--- config.mk ---
export PLATFORM = sky130hd
export DESIGN_NAME = reg_file_wr_arbiter
export DESIGN_NICKNAME = d
export VERILOG_FILES = /design/src/rtl/reg_file_wr_arbiter.sv
export SDC_FILE = /design/constraint.sdc
export NUM_CORES = 1
export LEC_CHECK = 0
export ABC_CLOCK_PERIOD_IN_PS = 1700
export CAP_MARGIN = 10
export CORE_MARGIN = 3
export CORE_UTILIZATION = 40
export CTS_BUF_LIST = sky130_fd_sc_hd__clkbuf_8
export DETAILED_ROUTE_END_ITERATION = 8
export HOLD_SLACK_MARGIN = 0.08
export PLACE_DENSITY = 0.8
export SYNTH_ARGS = -nofsm -noshare
export SYNTH_HDL_FRONTEND = slang
export SYNTH_SLANG_ARGS = --single-unit
--- constraint.sdc ---
create_clock -name clk -period 1.7 [get_ports clk]
set_clock_uncertainty 0.1 [all_clocks]
set_input_delay 0.34 -clock clk [delete_from_list [all_inputs] [get_ports clk]]
set_output_delay 0.34 -clock clk [all_outputs]
set_load 0.01 [all_outputs]
--- src/rtl/reg_file_wr_arbiter.sv ---
// Round-robin arbiter for the register-file write port, with a zeroing scrub sequence.
// Grant to rf_load takes 1 cycle; ready is combinational and only one requester is granted at a time.
module reg_file_wr_arbiter #(
  parameter int DATA_W = 16,
  parameter int ADDR_W = 4,
  parameter int NREGS  = 16
) (
  input  logic              clk,
  input  logic              clear,
  input  logic              req0_valid,
  input  logic [ADDR_W-1:0] req0_addr,
  input  logic [DATA_W-1:0] req0_data,
  output logic              req0_ready,
  input  logic              req1_valid,
  input  logic [ADDR_W-1:0] req1_addr,
  input  logic [DATA_W-1:0] req1_data,
  output logic              req1_ready,
  input  logic              scrub_req,
  output logic              scrub_busy,
  output logic [ADDR_W-1:0] rf_Caddr,
  output logic [DATA_W-1:0] rf_C,
  output logic              rf_load
);

  typedef enum logic {IDLE, SCRUB} state_t;

  state_t            state;
  logic [ADDR_W-1:0] cnt;
  logic              last1;
  logic              gnt0;
  logic              gnt1;

  // last1 set means req1 won the previous grant, so req0 is favoured next
  always_comb begin
    gnt0 = 1'b0;
    gnt1 = 1'b0;
    if (!clear && state == IDLE && !scrub_req) begin
      gnt0 = req0_valid & (~req1_valid | last1);
      gnt1 = req1_valid & (~req0_valid | ~last1);
    end
  end

  assign req0_ready = gnt0;
  assign req1_ready = gnt1;

  always_ff @(posedge clk or posedge clear) begin
    if (clear) begin
      state      <= IDLE;
      cnt        <= '0;
      last1      <= 1'b1;
      rf_load    <= 1'b0;
      rf_Caddr   <= '0;
      rf_C       <= '0;
      scrub_busy <= 1'b0;
    end else begin
      case (state)
        IDLE: begin
          if (scrub_req) begin
            state      <= SCRUB;
            cnt        <= '0;
            rf_load    <= 1'b0;
            scrub_busy <= 1'b1;
          end else begin
            scrub_busy <= 1'b0;
            rf_load    <= gnt0 | gnt1;
            if (gnt0) begin
              rf_Caddr <= req0_addr;
              rf_C     <= req0_data;
              last1    <= 1'b0;
            end else if (gnt1) begin
              rf_Caddr <= req1_addr;
              rf_C     <= req1_data;
              last1    <= 1'b1;
            end
          end
        end
        SCRUB: begin
          // busy stays high through the cycle that shows the final scrub write
          scrub_busy <= 1'b1;
          rf_load    <= 1'b1;
          rf_Caddr   <= cnt;
          rf_C       <= '0;
          if (cnt == ADDR_W'(NREGS - 1)) begin
            state <= IDLE;
            cnt   <= '0;
          end else begin
            cnt <= cnt + 1'b1;
          end
        end
        default: state <= IDLE;
      endcase
    end
  end

endmodule
Word level (Yosys, flattened, before mapping)
Cells that the tools add are included.
{ "word_totals": {"ff_bits": 28, "in_bits": 45, "output_inout_bits": 24} }
{ "classes": {"add_sub_neg": 1, "eq_ne": 4, "muxes": 21, "bitwise_logic": 10, "reduce_logical": 7} }
{ "op_table": {"columns": ["op", "count"], "rows": [
  ["16-bit 2-to-1 mux", 3],
  ["16-bit one-hot mux with 2 select lines", 1],
  ["4-bit 2-to-1 mux", 5],
  ["4-bit one-hot mux with 2 select lines", 2],
  ["1-bit 2-to-1 mux", 7],
  ["1-bit one-hot mux with 2 select lines", 3],
  ["1-bit NOT", 5],
  ["4-bit by 1-bit adder with 4-bit output, second input constant", 1],
  ["4-bit equality test, second input constant", 1],
  ["2-bit != test, second input constant", 2],
  ["3-bit != test, second input constant", 1],
  ["1-bit OR", 3],
  ["3-bit AND reduction", 1],
  ["1-bit AND", 2],
  ["1-bit logical AND", 2],
  ["1-bit zero test", 2],
  ["2-bit AND reduction", 1],
  ["2-bit nonzero test", 1]
]} }

Logic depth before layout (Yosys ltp)
{ "depth": {"word_depth": 8, "depth_mapped": 6, "depth_no_buf": 5} }

Least setup slack after synthesis
Ideal clock, no wire load.
{ "synth_timing": {"kind": "register to output", "from": "register state", "to": "output req1_ready", "t_arrival_ps": 1186, "required_ps": 1260, "slack_ps": 74, "stages_incl_launch_ff": 6, "n_path_buf": 2, "cell_sequence": "dfrtp_1 > nor3_4 > buf_4 > buf_4 > nand2_1 > a21oi_1"} }
{ "synth_via": {"elab_chain_cells": 4} }
{ "synth_lines": {"columns": ["element", "line", "text"], "rows": [
  ["start, declared", "27", "state_t state;"],
  ["start signal, assigned", "48", "state <= IDLE;"],
  ["start signal, assigned", "59", "state <= SCRUB;"],
  ["start signal, assigned", "84", "state <= IDLE;"],
  ["1-bit NOT", null, null],
  ["1-bit logical AND (2 in series)", "37", "if (!clear && state == IDLE && !scrub_req) begin"],
  ["1-bit 2-to-1 mux", "37", null],
  ["end, declared", "17", "output logic req1_ready,"]
]} }
Every way passes these cells.

Final worst setup path
{ "layout_timing": {"from": "input clear", "to": "output req1_ready"} }
{ "layout_via": {"elab_chain_cells": 4} }
{ "layout_lines": {"columns": ["element", "line", "text"], "rows": [
  ["start, declared", "9", "input logic clear,"],
  ["1-bit zero test (no line)", null, null],
  ["1-bit logical AND (2 in series)", "37", null],
  ["1-bit 2-to-1 mux", "37", null]
]} }
Every way passes these cells.

==> flow_metrics.tcl <==
set metrics [dict create \
    drtIter0Drc 66 \
    synth_top_area_share_pct 44.9 \
    period_needed_ns 1.69 \
    grt_use_total_pct 19.6 \
    worstMarginPinSlew_ns 0.358 \
    cts.reportedPaths.clkPinSlew_ns 0.09 \
    final_min_period_over_clock_period_pct 99.3 \
    r2r_end "rf_C[1]" \
    grt_setup_unrepaired "true" \
    port_buffers 68 \
    placedInstanceArea_um2 2280 \
    cts_root_buf "clkbuf_8" \
    cts_buffers 3 \
    syn_area_um2 1510 \
    rows 21 \
    antenna_cells 0 \
    criticalPathCategory "input port to output port" \
    grt_pass1_vias 1486 \
    io_pins 69 \
    drive_above_1_share_pct 19.0 \
    synth_cell_type_count 29 \
    synth_commonest_cells "dfrtp_1, nand2_1, inv_1, nand4_1, o311ai_2" \
    fp.dieH_um 67.3 \
    synth_most_common_cell "dfrtp_1" \
    vias_per_cell 5.29 \
    vias 1465 \
    top_layer "met4" \
    wl_met3_um 189 \
    first_pass_iters 6 \
    rrSetupSlack_ns 0.09 \
    wl_per_cell_um 15.6 \
    p_leak_nw 1.00 \
    fin_setup_tns_ns 0 \
    synthCells 150 \
    ys_seq_area_share_pct 46.6 \
    peakVddDrop_uv 732 \
    syn_area_per_cell_um2 10.0 \
    critical_path.max_fanout 2 \
    synth_area_leaders "dfrtp_1, o311ai_2, nand4_1, nand2_1, inv_1" \
    dr_wl_met2_um 2240 \
    ys_warn_count 0 \
    hp-class "input port to asynchronous set/reset pin" \
    setup_viol_count_final 0 \
    antenna_left 0 \
    clock_latency_ns 0.27 \
    max_freq_ghz 0.592 \
    clkSinkCount 28 \
    startpoint "clear" \
    p_total_mw 2.05 \
    ys_ff_latch 28 \
    stdcell_area_um2 2420 \
    grt_pass1_wl_um 6710 \
    cap_viol_max_count 0 \
    arrival_ns 1.25 \
    ctsHtreeMaxLevel 1 \
    place.gp.congestion 0.843 \
    area_delta_synth_final_pct 60.6 \
    async_flop_share_pct 100 \
    fin_nets 278 \
    synthFlopType "dfrtp_1" \
    cts_tree "built" \
    drt-total-wl_um 4320 \
    cts_buffer_depth 2 \
    synth_edf_count 0 \
    r2r_cells 7 \
    start_util_pct 43.4 \
    die_x_um 67.3 \
    worstReg2RegStart "state" \
    required_ns 1.26 \
    end_kind "output port" \
    slew_headroom_pct 75.9 \
    slew_viol_final 0 \
    synth_area_leader_cell "dfrtp_1" \
    drc 0 \
    met1_length_um 1810 \
    hold_viol_final 0 \
    gr-total-overflow 0 \
    startpoint_type "input port" \
    place_hpwl_um 3240 \
    status "finished, final reports clean" \
    cts_hold_buf 0 \
    antenna_found_initial 0 \
    grt_max_degree 29 \
    fillers 263 \
    syn_nets 196 \
    coreArea_um2 3470 \
    powerDensity_nw_per_um2 846 \
    dieArea_um2 4540 \
]
## routing by layer
metal	global-route usage, %	vias to the layer above
met5	0	-
met4	6.58	0
met3	3.99	7
met2	34.7	41
met1	23.6	714
li1	-	703
## how the worst max path moves through the flow
stage	to	cells past startpoint
floorplan	req1_ready	5
global placement	req1_ready	5
detailed placement	req1_ready	5
CTS	req1_ready	5
global route	req1_ready	5
finish	req1_ready	6
## sequential cells by signal (all words and copies together), names as in the netlist
register / flops
rf_load: 1
state: 1
cnt: 4
last1: 1
scrub_busy: 1
rf_C: 16
rf_Caddr: 4
## cells in the final DEF, fill, tap and decap left out, drive strengths merged
| cell | synthesis | layout |
|---|---|---|
| nor3 | 1 | 1 |
| clkbuf | 1 | 3 |
| a21oi | 3 | 3 |
| buf | 10 | 22 |
| o21ai | 3 | 3 |
| a22o | 1 | 1 |
| nor2b | 2 | 2 |
| dlygate4sd2 | 0 | 2 |
| dfrtp | 27 | 27 |
| nand2b | 2 | 2 |
| dfstp | 1 | 1 |
| a41oi | 1 | 1 |
| o221ai | 5 | 5 |
| nor2 | 1 | 1 |
| nand4 | 17 | 17 |
| and2 | 1 | 1 |
| nand3 | 2 | 2 |
| a31oi | 1 | 1 |
| inv | 23 | 24 |
| or2 | 1 | 1 |
| o311ai | 16 | 16 |
| dlymetal6s2s | 0 | 2 |
| ha | 1 | 1 |
| nand2 | 26 | 26 |
| mux2i | 4 | 4 |
| clkdlybuf4s50 | 0 | 62 |
## repair_timing
| item | 4_1_cts | 5_1_grt |
|---|---|---|
| cloned | 0 | 0 |
| buffers inserted | 4 | 2 |
| endpoints found under the setup margin | 12 | 19 |
| resized for setup | 11 | 9 |
| pin swaps | 1 | 1 |
## power by group
part           internal (mW)  switching, mW
Sequential             0.809          0.118
Clock                  0.162          0.193
Combinational          0.418          0.346
Total                   1.39          0.657
## logic make-up (layout without fill, tap and decap cells)
group / after synthesis / count (layout) / synth area share [%]
and+or+nand+nor: 53 / 53 / 18.5
buffers and inverters: 34 / 115 / 10.6
AOI/OAI and AO/OA: 30 / 30 / 20.8
DFF: 28 / 28 / 46.6
muxes: 4 / 4 / 2.66
adders and majority gates: 1 / 1 / 0.831
## layout make-up
class / instances / area, µm² / share of cell area (%)
clock buffer: 3 / 41.3 / 1.71
clock inverter: 1 / 3.75 / 0.155
inverter: 23 / 86.3 / 3.57
multi-input combinational: 88 / 681 / 28.2
sequential: 28 / 702 / 29.0
tap: 46 / 57.6 / 2.38
timing repair buffer: 88 / 846 / 35.0
## critical path: stages
cell and delay, ns:
dlygate4sd2_1 0.28, nor3_4 0.22, buf_6 0.13, nand2_2 0.05, a21oi_2 0.10, buf_2 0.14
## through the flow
step           hold WS (ns)  worst slack (ns)  util, %  std cells
6_report              0.176            0.0111     69.7        277
5_1_grt               0.202           -0.0514     69.7        277
4_1_cts               0.169            -0.124     68.0        275
3_5_place_dp          0.467            -0.630     65.6        267
3_3_place_gp          0.444            -0.624     65.6        267
2_1_floorplan         0.305            0.0739        -        150
Note: power is estimated with default switching activity, not from simulation.
